`config.mk`:
```
export PLATFORM = sky130hd
export DESIGN_NAME = serial_gate_sequencer
export DESIGN_NICKNAME = d
export VERILOG_FILES = /design/src/rtl/serial_gate_sequencer.sv
export SDC_FILE = /design/constraint.sdc
export NUM_CORES = 1
export LEC_CHECK = 0
export ABC_AREA = 1
export BUFFER_PORTS_ARGS = -buffer_cell sky130_fd_sc_hd__buf_2
export CAP_MARGIN = 25
export CORE_MARGIN = 1.5
export CORE_UTILIZATION = 47
export CTS_BUF_LIST = sky130_fd_sc_hd__clkbuf_4
export CTS_CLUSTER_DIAMETER = 200
export CTS_CLUSTER_SIZE = 8
export DETAILED_ROUTE_END_ITERATION = 8
export PLACE_DENSITY = 0.82
export SLEW_MARGIN = 20
export SYNTH_ARGS = -nofsm -noshare
export SYNTH_HDL_FRONTEND = slang
export SYNTH_SLANG_ARGS = --single-unit
```
`constraint.sdc`:
```
create_clock -name clk -period 1.6 [get_ports clk]
set_input_delay 0.08 -clock clk [delete_from_list [all_inputs] [get_ports clk]]
set_output_delay 0.08 -clock clk [all_outputs]
set_load 0.02 [all_outputs]
```
`src/rtl/serial_gate_sequencer.sv`:
```
// Bit-serial logic unit: one NAND-built two-input gate cell stepped LSB-first
// across a WIDTH-bit operand pair under a start/busy/done handshake.

module nand2_cell (
   input  logic x,
   input  logic y,
   output logic z
);
   assign z = ~(x & y);
endmodule

module gate_cell (
   input  logic       x,
   input  logic       y,
   input  logic [2:0] op,
   output logic       z
);
   logic n_xy, n_xx, n_yy, n_x_nxy, n_y_nxy;
   logic and_o, or_o, nor_o, xor_o, xnor_o;

   // Every function below is composed purely from two-input NAND cells.
   nand2_cell u_nxy  (.x(x),       .y(y),       .z(n_xy));
   nand2_cell u_nxx  (.x(x),       .y(x),       .z(n_xx));
   nand2_cell u_nyy  (.x(y),       .y(y),       .z(n_yy));
   nand2_cell u_and  (.x(n_xy),    .y(n_xy),    .z(and_o));
   nand2_cell u_or   (.x(n_xx),    .y(n_yy),    .z(or_o));
   nand2_cell u_nor  (.x(or_o),    .y(or_o),    .z(nor_o));
   nand2_cell u_xa   (.x(x),       .y(n_xy),    .z(n_x_nxy));
   nand2_cell u_xb   (.x(y),       .y(n_xy),    .z(n_y_nxy));
   nand2_cell u_xor  (.x(n_x_nxy), .y(n_y_nxy), .z(xor_o));
   nand2_cell u_xnor (.x(xor_o),   .y(xor_o),   .z(xnor_o));

   always_comb begin
      z = 1'b0;
      case (op)
         3'd0:    z = and_o;
         3'd1:    z = or_o;
         3'd2:    z = n_xx;
         3'd3:    z = nor_o;
         3'd4:    z = xor_o;
         3'd5:    z = xnor_o;
         3'd6:    z = n_xy;
         default: z = 1'b0;
      endcase
   end
endmodule

module serial_gate_sequencer #(
   parameter  int WIDTH = 8,
   localparam int CW    = $clog2(WIDTH)
) (
   input  logic             clk,
   input  logic             rst_n,
   input  logic             start,
   input  logic [2:0]       op,
   input  logic [WIDTH-1:0] a,
   input  logic [WIDTH-1:0] b,
   output logic             busy,
   output logic             done,
   output logic             err,
   output logic [WIDTH-1:0] result
);
   typedef enum logic [1:0] {S_IDLE, S_RUN, S_DONE} state_t;

   state_t           state;
   logic [WIDTH-1:0] a_sh;
   logic [WIDTH-1:0] b_sh;
   logic [2:0]       op_q;
   logic [CW-1:0]    cnt;
   logic             cell_out;

   gate_cell u_cell (
      .x  (a_sh[0]),
      .y  (b_sh[0]),
      .op (op_q),
      .z  (cell_out)
   );

   always_ff @(posedge clk or negedge rst_n) begin
      if (!rst_n) begin
         state  <= S_IDLE;
         a_sh   <= '0;
         b_sh   <= '0;
         op_q   <= '0;
         cnt    <= '0;
         busy   <= 1'b0;
         done   <= 1'b0;
         err    <= 1'b0;
         result <= '0;
      end else begin
         done <= 1'b0;
         case (state)
            S_IDLE: begin
               if (start) begin
                  a_sh   <= a;
                  b_sh   <= b;
                  op_q   <= op;
                  cnt    <= '0;
                  result <= '0;
                  err    <= 1'b0;
                  busy   <= 1'b1;
                  state  <= S_RUN;
               end
            end
            S_RUN: begin
               a_sh   <= a_sh >> 1;
               b_sh   <= b_sh >> 1;
               result <= {cell_out, result[WIDTH-1:1]};
               // Counter holds at WIDTH-1 on the last shift rather than wrapping.
               if (cnt == CW'(WIDTH - 1)) begin
                  busy  <= 1'b0;
                  done  <= 1'b1;
                  err   <= (op_q == 3'd7);
                  state <= S_DONE;
               end else begin
                  cnt <= cnt + 1'b1;
               end
            end
            S_DONE: begin
               state <= S_IDLE;
            end
            default: begin
               state <= S_IDLE;
            end
         endcase
      end
   end
endmodule
```
==> results of run 1 <==
==> per-stage QoR <==
stage	total power, uW	setup WS, ns	cells
floorplan	3010	0.346	173
global placement	3290	0.296	248
detailed placement	3360	0.234	248
CTS	3790	0.217	258
global route	4100	0.117	258
finish	3750	0.219	258
==> flip-flops by register name (all words and copies together), names as in the netlist <==
signal  count
a_sh        8
b_sh        8
result      8
cnt         3
op_q        3
state       2
busy        1
done        1
err         1
==> layer usage <==
layer	routed length, um	vias up
met4	30	0
met5	0	-
met3	136	6
met1	1470	603
met2	1490	30
li1	-	648
==> cells by family after synthesis <==
family / after synthesis / synth area share, %
and+or+nand+nor: 58 / 16.5
AOI/OAI and AO/OA: 48 / 18.8
DFF: 35 / 51.9
buffers and inverters: 27 / 9.19
adders and majority gates: 4 / 2.96
muxes: 1 / 0.667
==> placed cells by master, fill, tap and decap left out <==
| cell type | n |
|---|---|
| sky130_fd_sc_hd__a21oi_1 | 4 |
| sky130_fd_sc_hd__a21oi_2 | 1 |
| sky130_fd_sc_hd__buf_2 | 32 |
| sky130_fd_sc_hd__buf_4 | 3 |
| sky130_fd_sc_hd__clkbuf_4 | 5 |
| sky130_fd_sc_hd__clkinv_1 | 1 |
| sky130_fd_sc_hd__clkinv_2 | 1 |
| sky130_fd_sc_hd__dfrtp_1 | 35 |
| sky130_fd_sc_hd__dlygate4sd3_1 | 3 |
| sky130_fd_sc_hd__ha_1 | 4 |
| sky130_fd_sc_hd__inv_1 | 17 |
| sky130_fd_sc_hd__inv_2 | 2 |
| sky130_fd_sc_hd__inv_4 | 1 |
| sky130_fd_sc_hd__inv_6 | 1 |
| sky130_fd_sc_hd__mux2_2 | 1 |
| sky130_fd_sc_hd__nand2_1 | 26 |
| sky130_fd_sc_hd__nand3_1 | 6 |
| sky130_fd_sc_hd__nand3_2 | 1 |
| sky130_fd_sc_hd__nand3b_1 | 1 |
| sky130_fd_sc_hd__nand4_1 | 2 |
| sky130_fd_sc_hd__nor2_1 | 18 |
| sky130_fd_sc_hd__nor2_4 | 3 |
| sky130_fd_sc_hd__nor2_8 | 1 |
| sky130_fd_sc_hd__o21a_1 | 1 |
| sky130_fd_sc_hd__o21ai_0 | 19 |
| sky130_fd_sc_hd__o21ai_1 | 13 |
| sky130_fd_sc_hd__o21ai_2 | 2 |
| sky130_fd_sc_hd__o21ai_4 | 1 |
| sky130_fd_sc_hd__o22ai_2 | 7 |
==> cell type report <==
cell class / count / area, sq um
Fill cell: 296 / 1450
Timing Repair Buffer: 38 / 213
Multi-Input combinational cell: 111 / 658
Tap cell: 46 / 57.6
Clock inverter: 2 / 8.76
Sequential cell: 35 / 876
Inverter: 21 / 86.3
Clock buffer: 5 / 37.5
==> worst max-delay path, cell delays in order (launching register included) <==
cell	delay (ns)
sky130_fd_sc_hd__dfrtp_1	0.41
sky130_fd_sc_hd__ha_1	0.21
sky130_fd_sc_hd__ha_1	0.21
sky130_fd_sc_hd__a21oi_2	0.22
sky130_fd_sc_hd__o21ai_0	0.12
sky130_fd_sc_hd__o21a_1	0.12
==> power groups by stage <==
stage          Clock [uW]  Sequential, uW  Combinational, uW
6_report              422            1550               1780
5_1_grt               478            1590               2040
4_1_cts               437            1550               1810
3_5_place_dp            0            1560               1800
3_3_place_gp            0            1540               1750
2_1_floorplan           0            1650               1360
==> how the worst max path moves through the flow <==
stage                start      to  cells past startpoint
floorplan           cnt[0]  cnt[0]                      5
finish              cnt[0]  cnt[0]                      5
detailed placement  cnt[0]  cnt[0]                      5
global route        cnt[0]  cnt[0]                      5
global placement    cnt[0]  cnt[0]                      5
CTS                 cnt[0]  cnt[0]                      5
==> timing repair <==
action	in CTS	in global routing
setup endpoints to repair	0	0
hold endpoints to repair	37	0
hold buffers	3	0
==> results.tsv, run 1 <==
metric	value	unit
status	complete, no violations	
Post-CTS Resized	0	
IO Count	33	
Avg Vias per Cell	4.99	
clock latency on the worst-skew pair	0.33	ns
flop and latch count out of synthesis	35	
Synth cell types	26	
clock tree from TritonCTS	built	
Final Cell Area	1940	sq um
unrepaired setup endpoints after global routing	false	
Post-Syn Area per Cell	9.76	sq um
vias in the first global route	1239	
post-synthesis instance total	173	
Worst Path Class, Setup	flop to flop	
total power divided by cell area	1940	nW/um^2
register area share after synthesis	51.9	%
WP data arrival	1.60	ns
class of the tightest hold or removal check	primary input to flop	
net count of the finished layout	238	
Leakage Power	0.000946	uW
DP Area	1860	sq um
portion of synthesized cell area occupied by the leading cell type	51.9	%
Clock Pin Slew Worst Setup and Hold Paths	0.09	ns
Yosys warning count	0	
sort of element at the end of the critical path	flop	
Switching Share	43.2	%
Die Footprint	3960	sq um
Net Switching	1620	uW
library cell used as clock root buffer	sky130_fd_sc_hd__clkbuf_4	
Async SR Flop Fraction	100	%
post-CTS setup buffers	0	
startpoint of the lowest-slack hold path	op[1]	
width of the chip	63.0	um
met1 routing resource usage after global routing	22.2	%
final critical path time including I/O delays and setup	1.38	ns
H-tree level count	2	
highest attainable clock frequency	724	MHz
maximum number of pins on one net before global-route repair	36	
Endpoint, Worst Hold	op_q[1]	
Synth Cell Area	1690	sq um
initial cell density of the core	49.8	%
fraction of the cycle the final worst path needs	86.3	%
Hold Fails Final Rpt	0	
GRT Overall Usage	17.7	%
CTS Buf Count	5	
# diodes	0	
slew at the pin closest to its max-slew limit	0.438	ns
fraction of the core area covered by cells at the end of the flow	57.1	%
largest fanout on the critical path	5	
register-to-register path setup slack	0.22	ns
startpoint of the most critical register-to-register path	cnt[0]	
number of antenna violations at the first check in global routing	0	
FF-to-FF End	cnt[0]	
clock buffer depth	2	
VDD IR max	803	uV
post-detailed-route count of antenna-violating nets	0	
number of max-cap violations	0	
logic depth of the worst register-to-register path	5	
max_slew headroom	70.8	%
IO Port Bufs	32	
layer carrying the most global-route usage	met2	
violation count after the first detailed-route iteration	35	
EDFF count, synth	0	
HPWL Detailed	2250	um
required time of the critical path	1.82	ns
relative contribution of the clock network to total power	11.2	%
Residual DRC	0	
most common cell in the synthesized netlist	sky130_fd_sc_hd__dfrtp_1	
internal power contribution	2130	uW
Setup TNS Final	0	ns
cell type with the highest aggregate area in the netlist	sky130_fd_sc_hd__dfrtp_1	
number of iterations in the first detailed-routing pass	4	
detailed-route wire length	3130	um
cell types with the highest counts after synthesis	35 x sky130_fd_sc_hd__dfrtp_1, 26 x sky130_fd_sc_hd__nand2_1, 19 x sky130_fd_sc_hd__o21ai_0	
floorplan die height	63.0	um
total vias in the final route	1287	
hold path depth	3	
Sink Count	35	
ratio of cells with drive above 1 in the final layout	29.2	%
GR met2 Demand/Resource	29.8	%
worst slack on hold paths	0.00770	ns
final routed wire length divided by cell count	12.1	um
launching element type of the critical path	flop	
Std-Cell Rows	21	
global routing usage on met3	4.86	%
number of max-slew violations in the final report	0	
aggregate global routing overflow	0	
dominant cells by area after synthesis	sky130_fd_sc_hd__dfrtp_1 52%, sky130_fd_sc_hd__nand2_1 5.8%, sky130_fd_sc_hd__o21ai_0 5.6%, sky130_fd_sc_hd__o22ai_2 5.2%, sky130_fd_sc_hd__nor2_1 4.0%	
Setup Viol. Count Final	0	
Layout Skew	0.00919	ns
final weighted congestion in routability-driven placement	0.781	
combinational group share of total power	47.5	%
core area	3390	sq um
portion of total power attributed to sequential cells	41.2	%
ys flop type	sky130_fd_sc_hd__dfrtp_1	
post-synth net total	199	
first-pass GRT wire length	5420	um
area growth from synthesis to layout	14.7	%
No activity file was read; power rests on OpenSTA's default activity.
==> run 2: changes to the inputs <==
- ABC_AREA: 1 -> default
- clock period: 1.6 -> 1.3 ns (I/O delays scaled with it)
==> results.tsv, run 2 <==
metric	value	unit	change
status	complete, but fails checks		
failing checks	hold timing, setup timing		
launching element type of the critical path	flop		
required time of the critical path	1.56	ns	-0.26 ns
IO Port Bufs	32		unchanged
net count of the finished layout	222		-6.7%
slew at the pin closest to its max-slew limit	0.564	ns	+0.126 ns
Sequential cell area	877	sq um	+0.14%
total vias in the final route	1310		+1.8%
total power divided by cell area	2330	nW/um^2	+20%
startpoint of the most critical register-to-register path	b_sh[0]		
number of iterations in the first detailed-routing pass	4		unchanged
Worst Slack Setup Final	-0.228	ns	-0.447 ns
initial cell density of the core	48.4	%	-1.4 points
startpoint of the lowest-slack hold path	b[6]		
final critical path time including I/O delays and setup	1.53	ns	+0.147 ns
core area	3310	sq um	-2.3%
width of the chip	61.4	um	-2.5%
most common cell in the synthesized netlist	sky130_fd_sc_hd__dfrtp_1		
class of the tightest hold or removal check	primary input to flop		
Residual DRC	0		unchanged
post-detailed-route count of antenna-violating nets	0		unchanged
DP Area	1870	sq um	+0.54%
cell types with the highest counts after synthesis	35 x sky130_fd_sc_hd__dfrtp_1, 17 x sky130_fd_sc_hd__o21ai_0, 16 x sky130_fd_sc_hd__nand2_1		
combined area of the multi-input logic cells	706	sq um	+7.2%
largest registers ranked by flip-flop count	a_sh: 8 flops, b_sh: 8 flops, result: 8 flops		
CTS Buf Count	5		unchanged
EDFF count, synth	0		unchanged
post-synthesis instance total	134		-23%
Net Switching	1970	uW	+22%
dominant cells by area after synthesis	sky130_fd_sc_hd__dfrtp_1 55%, sky130_fd_sc_hd__mux2i_1 9.4%, sky130_fd_sc_hd__a22o_1 7.7%, sky130_fd_sc_hd__o21ai_0 5.3%, sky130_fd_sc_hd__nand2_1 3.7%		
Final Cell Area	2250	sq um	+16%
worst setup path startpoint	b_sh[0]		
maximum number of pins on one net before global-route repair	43		+19%
worst slack on hold paths	-0.00575	ns	-0.0135 ns
number of max-cap violations	0		unchanged
Synth cell types	27		+3.8%
number of max-slew violations in the final report	0		unchanged
Switching Share	37.5	%	-5.6 points
# diodes	0		unchanged
Setup Viol. Count Final	12		+12
Post-Syn Area per Cell	12.0	sq um	+23%
Worst Path Class, Setup	flop to flop		
highest attainable clock frequency	655	MHz	-9.6%
commonest cells after routing, fill and taps aside	34 x sky130_fd_sc_hd__dfrtp_1, 32 x sky130_fd_sc_hd__buf_2, 16 x sky130_fd_sc_hd__nand2_1, 15 x sky130_fd_sc_hd__mux2i_1		
Std-Cell Rows	21		unchanged
floorplan die height	61.4	um	-2.5%
clock latency on the worst-skew pair	0.35	ns	+0.02 ns
Sink Count	35		unchanged
internal power contribution	3280	uW	+54%
unrepaired setup endpoints after global routing	true		
WP data arrival	1.78	ns	+0.18 ns
Clock Pin Slew Worst Setup and Hold Paths	0.12	ns	+0.03 ns
portion of synthesized cell area occupied by the leading cell type	54.6	%	+2.8 points
clock tree from TritonCTS	built		
ratio of cells with drive above 1 in the final layout	41.1	%	+12 points
ys flop type	sky130_fd_sc_hd__dfrtp_1		
IO Count	33		unchanged
HPWL Detailed	2320	um	+3.2%
most common library cell in the layout ignoring fill and taps	sky130_fd_sc_hd__dfrtp_1		
GRT Overall Usage	20.8	%	+3.1 points
first-pass GRT wire length	5510	um	+1.7%
library cell used as clock root buffer	sky130_fd_sc_hd__clkbuf_4		
relative contribution of the clock network to total power	11.2	%	about the same
number of antenna violations at the first check in global routing	0		unchanged
aggregate global routing overflow	0		unchanged
fraction of the cycle the final worst path needs	118	%	+31 points
register area share after synthesis	54.6	%	+2.8 points
largest fanout on the critical path	3		-2
violation count after the first detailed-route iteration	112		+220%
portion of total power attributed to sequential cells	36.2	%	-5.0 points
combinational group share of total power	52.6	%	+5.1 points
sort of element at the end of the critical path	flop		
post-synth net total	160		-20%
vias in the first global route	1204		-2.8%
Async SR Flop Fraction	100	%	unchanged
FILL cells	260		-12%
clock buffer depth	2		unchanged
detailed-route wire length	4070	um	+30%
final routed wire length divided by cell count	16.8	um	+38%
fraction of the core area covered by cells at the end of the flow	68.0	%	+11 points
final weighted congestion in routability-driven placement	0.776		-0.61%
cell type with the highest aggregate area in the netlist	sky130_fd_sc_hd__dfrtp_1		
Leakage Power	0.00115	uW	+21%
flop and latch count out of synthesis	35		unchanged
max_slew headroom	62.4	%	-8.4 points
Final Total Pwr	5250	uW	+40%
H-tree level count	2		unchanged
Layout Skew	0.0134	ns	+0.00418 ns
area growth from synthesis to layout	40.5	%	
Die Footprint	3770	sq um	-4.9%
Yosys warning count	0		unchanged
VDD IR max	1130	uV	+41%
Synth Cell Area	1600	sq um	-5.1%
Hold Fails Final Rpt	4		+4
Avg Vias per Cell	5.39		+8.1%
run 2: cell families (layout without fill, tap and decap cells):
group | after synthesis | after routing | synth area share, %
simple gates | 24 | 24 | 8.04
compound gates | 38 | 38 | 17.2
flops | 35 | 35 | 54.6
mux | 18 | 18 | 11.5
fa+ha+maj | 4 | 4 | 3.12
buf+inv | 15 | 78 | 5.54
run 2: area by class of cell:
| cell class | count | area share, % |
|---|---|---|
| flip-flops and latches | 35 | 38.9 |
| multi-input cells | 84 | 31.3 |
| repair buffers | 64 | 23.8 |
| well taps | 46 | 2.56 |
| clock buffers | 6 | 2.00 |
| inverters | 6 | 1.00 |
| clock inverters | 2 | 0.333 |
run 2: power groups by stage:
stage | logic (uW) | registers (uW) | clock network (uW)
after floorplan | 1380 | 1960 | 0
after global placement | 1860 | 1850 | 0
after detailed placement | 2020 | 1910 | 0
after CTS | 2150 | 1890 | 595
after global routing | 2990 | 1950 | 646
final | 2760 | 1900 | 589
run 2: critical path, cell delays in order (launching register included):
cell                       delay (ns)
sky130_fd_sc_hd__dfrtp_1         0.41
sky130_fd_sc_hd__inv_2           0.06
sky130_fd_sc_hd__ha_4            0.26
sky130_fd_sc_hd__and4bb_1        0.19
sky130_fd_sc_hd__a41oi_2         0.15
sky130_fd_sc_hd__o311ai_1        0.12
sky130_fd_sc_hd__a32o_1          0.24
run 2: timing repair:
| item | CTS | global route |
|---|---|---|
| hold endpoints to repair | 28 | 0 |
| buffers inserted | 3 | 6 |
| pin swaps | 3 | 6 |
| setup endpoints to repair | 17 | 26 |
| gates cloned | 0 | 7 |
| gates resized for setup | 6 | 21 |
| hold buffers | 6 | 0 |
run 2: metrics by stage:
| step | TNS [ns] | setup slack (ns) | cells |
|---|---|---|---|
| after CTS | -0.336 | -0.251 | 231 |
| after detailed placement | -0.410 | -0.272 | 214 |
| after floorplan | -0.194 | -0.194 | 134 |
| after global placement | -0.164 | -0.164 | 214 |
| after global routing | -1.82 | -0.304 | 243 |
| final | -0.673 | -0.228 | 243 |
run 2: final timing paths:
| check | end | slack (ns) | cells past startpoint |
|---|---|---|---|
| max | result[7] | -0.23 | 6 |
| min | b_sh[6] | -0.006 | 3 |
| max reg2reg | result[7] | -0.23 | 6 |
| min reg2reg | busy | 0.49 | 1 |
| max in group asynchronous | b_sh[3] | 0.53 | 3 |
| min in group asynchronous | op_q[2] | 0.22 | 2 |
run 2: per-layer routing:
layer | part of all wire, % | track usage, % | up-vias
li1 | - | - | 610
met1 | 40 | 25.0 | 645
met2 | 51 | 35.3 | 44
met3 | 5.8 | 6.51 | 11
met4 | 3.3 | 7.29 | 0
met5 | 0 | 0 | -
